`src/rtl/instr_encoder.sv`:
```
// rtl/instr_encoder.sv - LEGv8 field packer writing encoded words into imem
// Optional range checking of immediates is compiled in with INSTR_ENC_RANGE_CHK_EN.
module instr_encoder #(
  parameter  int N     = 64,
  parameter  int DEPTH = 64,
  localparam int AW    = $clog2(DEPTH)
) (
  input  logic          clk,
  input  logic          reset_n,
  input  logic          clear,
  input  logic          in_valid,
  output logic          in_ready,
  input  logic [2:0]    fmt,
  input  logic [4:0]    rd,
  input  logic [4:0]    rn,
  input  logic [4:0]    rm,
  input  logic [N-1:0]  imm,
  output logic          imem_we,
  output logic [AW-1:0] imem_addr,
  output logic [31:0]   imem_wdata,
  output logic          full,
  output logic          err,
  output logic [7:0]    err_count
);

`ifdef INSTR_ENC_RANGE_CHK_EN
  localparam bit RANGE_CHK = 1'b1;
`else
  localparam bit RANGE_CHK = 1'b0;
`endif

  localparam logic [10:0] OP_ADD  = 11'h458;
  localparam logic [10:0] OP_SUB  = 11'h658;
  localparam logic [10:0] OP_AND  = 11'h450;
  localparam logic [10:0] OP_ORR  = 11'h550;
  localparam logic [10:0] OP_LDUR = 11'h7C2;
  localparam logic [10:0] OP_STUR = 11'h7C0;
  localparam logic [7:0]  OP_CBZ  = 8'hB4;

  localparam logic signed [N-1:0] D_MIN  = -256;
  localparam logic signed [N-1:0] D_MAX  = 255;
  localparam logic signed [N-1:0] CB_MIN = -262144;
  localparam logic signed [N-1:0] CB_MAX = 262143;

  localparam logic [AW-1:0] LAST_ADDR = AW'(DEPTH - 1);

  typedef enum logic {IDLE, WRITE} state_t;

  state_t          state_q;
  logic [AW-1:0]   wr_ptr_q;
  logic [31:0]     word_q;
  logic            full_q;
  logic            err_q;
  logic [7:0]      err_count_q;

  logic [31:0]     enc_word_d;
  logic            bad_fmt;
  logic            range_fail;
  logic            reject;
  logic signed [N-1:0] imm_s;

  assign imm_s = $signed(imm);

  // Pack the fields for the selected format and flag bundles that must not be written
  always_comb begin
    enc_word_d = '0;
    bad_fmt    = 1'b0;
    range_fail = 1'b0;
    case (fmt)
      3'd0: enc_word_d = {OP_ADD, rm, 6'b0, rn, rd};
      3'd1: enc_word_d = {OP_SUB, rm, 6'b0, rn, rd};
      3'd2: enc_word_d = {OP_AND, rm, 6'b0, rn, rd};
      3'd3: enc_word_d = {OP_ORR, rm, 6'b0, rn, rd};
      3'd4: begin
        enc_word_d = {OP_LDUR, imm[8:0], 2'b00, rn, rd};
        range_fail = (imm_s < D_MIN) || (imm_s > D_MAX);
      end
      3'd5: begin
        enc_word_d = {OP_STUR, imm[8:0], 2'b00, rn, rd};
        range_fail = (imm_s < D_MIN) || (imm_s > D_MAX);
      end
      3'd6: begin
        enc_word_d = {OP_CBZ, imm[18:0], rd};
        range_fail = (imm_s < CB_MIN) || (imm_s > CB_MAX);
      end
      default: bad_fmt = 1'b1;
    endcase
    reject = bad_fmt || (RANGE_CHK && range_fail);
  end

  assign in_ready   = (state_q == IDLE) && !full_q && !clear;
  // clear kills a pending strobe combinationally; reset does so through state_q
  assign imem_we    = (state_q == WRITE) && !clear;
  assign imem_addr  = wr_ptr_q;
  assign imem_wdata = word_q;
  assign full       = full_q;
  assign err        = err_q;
  assign err_count  = err_count_q;

  // Accept/encode/write sequencing with write pointer, full flag and reject bookkeeping
  always_ff @(posedge clk or negedge reset_n) begin
    if (!reset_n) begin
      state_q     <= IDLE;
      wr_ptr_q    <= '0;
      word_q      <= '0;
      full_q      <= 1'b0;
      err_q       <= 1'b0;
      err_count_q <= '0;
    end else if (clear) begin
      state_q     <= IDLE;
      wr_ptr_q    <= '0;
      full_q      <= 1'b0;
      err_q       <= 1'b0;
      err_count_q <= '0;
    end else begin
      err_q <= 1'b0;
      case (state_q)
        IDLE: begin
          if (in_valid && in_ready) begin
            if (reject) begin
              err_q <= 1'b1;
              if (err_count_q != 8'hFF) err_count_q <= err_count_q + 8'd1;
            end else begin
              word_q  <= enc_word_d;
              state_q <= WRITE;
            end
          end
        end
        WRITE: begin
          state_q <= IDLE;
          // the last slot sets full and the pointer stays put rather than wrapping
          if (wr_ptr_q == LAST_ADDR) full_q   <= 1'b1;
          else                       wr_ptr_q <= wr_ptr_q + 1'b1;
        end
        default: state_q <= IDLE;
      endcase
    end
  end

endmodule

```
`config.mk`:
```
export PLATFORM = sky130hd
export DESIGN_NAME = instr_encoder
export DESIGN_NICKNAME = d
export VERILOG_FILES = /design/src/rtl/instr_encoder.sv
export SDC_FILE = /design/constraint.sdc
export NUM_CORES = 1
export LEC_CHECK = 0
export ABC_AREA = 1
export CORE_MARGIN = 2
export CORE_UTILIZATION = 38
export DETAILED_ROUTE_END_ITERATION = 8
export GPL_ROUTABILITY_DRIVEN = 0
export PLACE_DENSITY = 0.81
export SLEW_MARGIN = 10
export SYNTH_ARGS = -nofsm -noshare
export SYNTH_HDL_FRONTEND = slang
export SYNTH_SLANG_ARGS = --single-unit
```
`constraint.sdc`:
```
create_clock -name clk -period 1.9 [get_ports clk]
set_input_delay 0.285 -clock clk [delete_from_list [all_inputs] [get_ports clk]]
set_output_delay 0.285 -clock clk [all_outputs]
set_load 0.005 [all_outputs]
```
== After elaboration in Yosys (flattened, before gate mapping) ==
Index checks and enable logic that the tools add are counted.
Word-level totals
  register bits after elaboration: 49
  input bits: 86
  output and inout port bits: 50
  logic and storage cells: 57
Operators by class
  add/sub/neg operators: 2
  equal/unequal tests: 11
  muxes and demuxes: 20
  bitwise gates (word level): 2
  reductions and logical operators: 16
Operator list (number)
  case mux 32 bit (7 select lines): 1
  2-to-1 mux 8 bit: 5
  2-to-1 mux 6 bit: 3
  2-to-1 mux 1 bit: 10
  equality test 3 bit (second input constant): 3
  adder 8 x 1 -> 8 bit (second input constant): 1
  != test 8 bit (second input constant): 1
  AND reduction 4 bit: 2
  nonzero test 2 bit: 4
  OR reduction 7 bit: 1
  adder 6 x 1 -> 6 bit (second input constant): 1
  equality test 3 x 2 -> 1 bit (second input constant): 2
  equality test 6 bit (second input constant): 1
  logical AND 1 bit: 4
  != test 2 bit (second input constant): 2
  AND reduction 2 bit: 2
  equality test 3 x 1 -> 1 bit (second input constant): 1
  logical NOT 3 bit: 1
  logical NOT 1 bit: 2
  != test 2 x 1 -> 1 bit (second input constant): 1
  inverter 1 bit: 2
  case mux 1 bit (2 select lines): 1

== Logic depth before layout (Yosys ltp) ==
Gate-level depths: netlist of the first run.
  word-level depth: 7
  depth in mapped cells: 8
  mapped depth without buffers: 8

== Worst setup path before layout of the first run ==
No wires, ideal clock.
  path kind: register to register
  from: register err_count_q[0], in the netlist err_count[0]
  to: register err_count_q[6], in the netlist err_count[6]
  setup time: 117 ps
  data arrival time: 1266 ps
  data required time: 1783 ps
  path slack: 517 ps
  stages on the path, launching flop included: 9
  buffers on the path: 0
  clock period less this slack: 1383 ps
  cells stage by stage: dfrtp_1 > ha_1 > nand2_1 > nor2_1 > nand2_1 > nand2_4 > clkinv_4 > nand2_1 > nand2_1
On the way
  word-level cells in the longest chain between the ends: 6
  elaborated cells between the ends (all ways): 9
  those cells by class: add/sub: 1; eq/ne: 1; mux: 5; reduce/logical: 2
Ends and longest elaborated chain
  from (decl): line 54  | logic [7:0] err_count_q;
  from (signal assigned): line 122  | if (err_count_q != 8'hFF) err_count_q <= err_count_q + 8'd1;
  adder 8 x 1 -> 8 bit: line 122
  2-to-1 mux 8 bit: line 122
  2-to-1 mux 8 bit: line 120  | if (reject) begin
  2-to-1 mux 8 bit: line 119  | if (in_valid && in_ready) begin
  2-to-1 mux 8 bit: line 117  | case (state_q)
  2-to-1 mux 8 bit: line 109  | end else if (clear) begin
Several ways; a longest one is shown, not always the timed one. The select of a mux whose other input is x is not followed.
A chain may end at the register's enable or synchronous reset.

== Worst setup path after layout of the first run ==
  from: input port clear
  to: output port in_ready
On the way
  word-level cells in the longest chain between the ends: 2
Ends and longest elaborated chain
  from (decl): line 10  | input logic clear,
  logical NOT 1 bit: line 91  | assign in_ready = (state_q == IDLE) && !full_q && !clear;
  logical AND 1 bit: line 91
  to (decl): line 12  | output logic in_ready,
No other way between the ends.

==> results.ini, run 1 <==
[setup_path]
worst-path-max-fanout = 5
critical_path_start_end_classification = in -> out
r2r_end = imem_addr[0]
crit_chain = clkdlybuf4s50_1 -> nor3_2 -> clkdlybuf4s50_1
reg2reg_slack_ns = 0.30
critical_path_required_ns = 1.62
worstSetupStartpointType = primary input
crit-reg2reg-launch = imem_addr[0]
setup.worst_path.start = clear
cpMostUsedCell = clkdlybuf4s50_1
timing.reg2reg.worst_path_depth = 7
timing.critical_path.slowest_cell_delay_ns = 0.51
slowest_stage = clkdlybuf4s50_1
worst_ep_arrival_time_ns = 1.51
timing.critical_path.to_type = output port

[global_route]
grt_pass1_vias = 2307
antenna_found_initial = 0
first_pass_grt_wire_length_mm = 10.82
track_usage = 0.1900
gr_ovfl_total = 0
grt_max_degree = 50

[clock_tree]
cts_tree = yes
cts.root.buffer_cell = clkbuf_8
clkSlewWorstSetupHoldPaths_ns = 0.09
post_cts_buffers = 0
clockBufferDepth = 2
worst_skew_pair.late_latency_ns = 0.30
cts-resized-gates = 0
h-tree-depth = 2
cts-buffers-inserted = 5
numClockSinks = 49
post_cts_hold_buffer_count = 0

[drt]
initialDrtViolationCount = 100
detailed_router_iteration_count_before_antenna_repair = 4
wl_mm = 6.062
drc_errors = 0
wire_per_inst_um = 12.87
routed-via-count = 2289
avgViaCountPerCell = 4.860
post_route_ant_nets = 0

[layout]
layout.filler_cells = 552
diodes = 0
design.final.nets = 483
area_delta_synth_final_pct = 48.98
layout_commonest_cell = nand2_1
most-common-layout-cells = nand2_1, clkdlybuf4s50_1, dfrtp_1
drive_above_1_share = 0.1035
post-route-cell-area_mm2 = 0.003577

[power_and_ir_drop]
vdd_drop_max_mv = 0.4799
seq_power_share = 0.457
cell_internal_pwr_uw = 2013
p_leak_uw = 0.001690
clock_power_share = 0.331
sw_frac_of_total = 0.2441
power.net_switching_uw = 650.2
design_power_total_uw = 2663
p_comb_frac = 0.212
cellPowerDensity_mw_per_mm2 = 744.5

[placed_design]
hpwlAfterDp_mm = 4.534
placement.setup.worst_slack_ns = 0.06854
placement.cell_area_mm2 = 0.003438
portbufs = 90

[sta]
final.setup_skew_ns = 0.006697
timing_max_transition_violations_final = 0
max_clock_freq_mhz = 556.0
max_slew_margin = 0.5884
rsz0062_at_grt = no
finalCriticalPeriod_ns = 1.798
final-setup-viol-count = 0
finalCritPeriodShare = 0.9465
timing_hold_violations_final = 0
worst_slew_pin_slew_ns = 0.6173
fin_tns_setup_ns = 0
hold-worst-slack_ns = 0.08461
final_ws_setup_ns = 0.1016

[job]
drv.max_cap_violation_count = 0

[logic_synthesis]
post_synth_instance_area_mm2 = 0.002401
seq_area_frac_synth = 0.5107
synth.avg_cell_area_um2 = 8.167
yosysWarningCount = 0
syn_inst = 294
yosysUniqueCellTypes = 27
syn_nets = 382
ys_seq_elements = 49

[floorplan]
start_util = 0.3985
core.rowCount = 28
die_height_um = 83.49
die_width_um = 83.49
design.portCount = 136
die_area_mm2 = 0.006971
core_region_area_mm2 = 0.006026

[status]
run_status = completed

[min_path]
hold_path_class = in -> async

==> synth_stat cells <==
master / number / share of area
clkbuf_1: 1 / 0.0016
o21bai_1: 1 / 0.0031
nor2_4: 4 / 0.019
nor2_2: 2 / 0.0052
nand2_4: 1 / 0.0047
a21oi_1: 4 / 0.0083
xnor2_1: 1 / 0.0036
clkinv_4: 1 / 0.0036
nand2_1: 121 / 0.19
clkinv_1: 1 / 0.0016
nor2_8: 1 / 0.0083
ha_1: 2 / 0.010
xor2_1: 2 / 0.0073
or2_2: 2 / 0.0052
o21ai_2: 2 / 0.0073
nor3_1: 1 / 0.0021
inv_1: 14 / 0.022
nand3_1: 44 / 0.092
nand2_2: 2 / 0.0052
inv_2: 4 / 0.0063
buf_6: 3 / 0.014
o21ai_0: 3 / 0.0063
dfrtp_1: 49 / 0.51
nand4_1: 9 / 0.023
nand3_4: 1 / 0.0073
buf_4: 3 / 0.0094
nor2_1: 15 / 0.023
==> critical path, delay by kind of cell <==
family                 cells  cell delay (ns)
buffers and inverters      2             1.02
AND/OR/NAND/NOR            1             0.20
==> state kept, by name, indices dropped and copies added (netlist names) <==
register and cells:
full 1, state_q 1, imem_wdata 32, err 1
imem_addr 6, err_count 8
==> how the worst max path moves through the flow <==
stage | slack [ns] | endpoint | cells past startpoint
final | 0.10 | in_ready | 3
after global routing | 0.03 | in_ready | 3
after CTS | 0.08 | in_ready | 3
after detailed placement | 0.07 | imem_wdata[9] | 8
after global placement | 0.1 | in_ready | 3
after floorplan | 0.52 | err_count[6] | 8
==> metal layers <==
metal,part of all wire,global-route usage,vias to the layer above
li1,-,-,1139
met1,0.41,0.2270,1072
met2,0.50,0.3233,72
met3,0.081,0.06825,6
met4,0.0096,0.05572,0
met5,0,0,-
==> power groups by stage <==
stage	sequential, uW	clock, uW	combinational (uW)
2_1_floorplan	1240	0	168
3_3_place_gp	1230	0	560
3_5_place_dp	1230	0	575
4_1_cts	1220	901	575
5_1_grt	1230	953	625
6_report	1220	881	565
==> per-stage QoR <==
| stage | std cells | util |
|---|---|---|
| floorplan | 294 | - |
| global placement | 463 | 0.5706 |
| detailed placement | 463 | 0.5706 |
| CTS | 471 | 0.5928 |
| global route | 471 | 0.5936 |
| finish | 471 | 0.5936 |
==> kinds of logic after synthesis <==
group / Yosys count / synth area share
flip-flops: 49 / 0.5107
buffers and inverters: 27 / 0.05836
adder cells (fa/ha/maj): 2 / 0.01042
AO/OA/AOI/OAI: 10 / 0.02501
XOR/XNOR: 3 / 0.01095
AND/OR/NAND/NOR: 203 / 0.3846
==> area by class of cell <==
cell class | instances | area [um^2] | area share
clock inverters | 3 | 65.06 | 0.01819
flip-flops and latches | 49 | 1226 | 0.3428
multi-input cells | 218 | 1040 | 0.2907
clock buffers | 5 | 68.82 | 0.01924
repair buffers | 101 | 1003 | 0.2805
inverters | 20 | 80.08 | 0.02239
well taps | 75 | 93.84 | 0.02623
No activity file was read; power rests on OpenSTA's default activity.
==> run 2, diff against run 1 <==
--- a/config.mk
+++ b/config.mk
@@ -6,11 +6,14 @@
 export NUM_CORES = 1
 export LEC_CHECK = 0
 export ABC_AREA = 1
+export ABC_CLOCK_PERIOD_IN_PS = 1900
 export CORE_MARGIN = 2
 export CORE_UTILIZATION = 38
 export DETAILED_ROUTE_END_ITERATION = 8
 export GPL_ROUTABILITY_DRIVEN = 0
+export HOLD_SLACK_MARGIN = 0.05
 export PLACE_DENSITY = 0.81
+export SKIP_CTS_REPAIR_TIMING = 1
 export SLEW_MARGIN = 10
 export SYNTH_ARGS = -nofsm -noshare
 export SYNTH_HDL_FRONTEND = slang
==> results of run 2 <==
No change in the layout: final DEF, timing and power equal those of run 1.
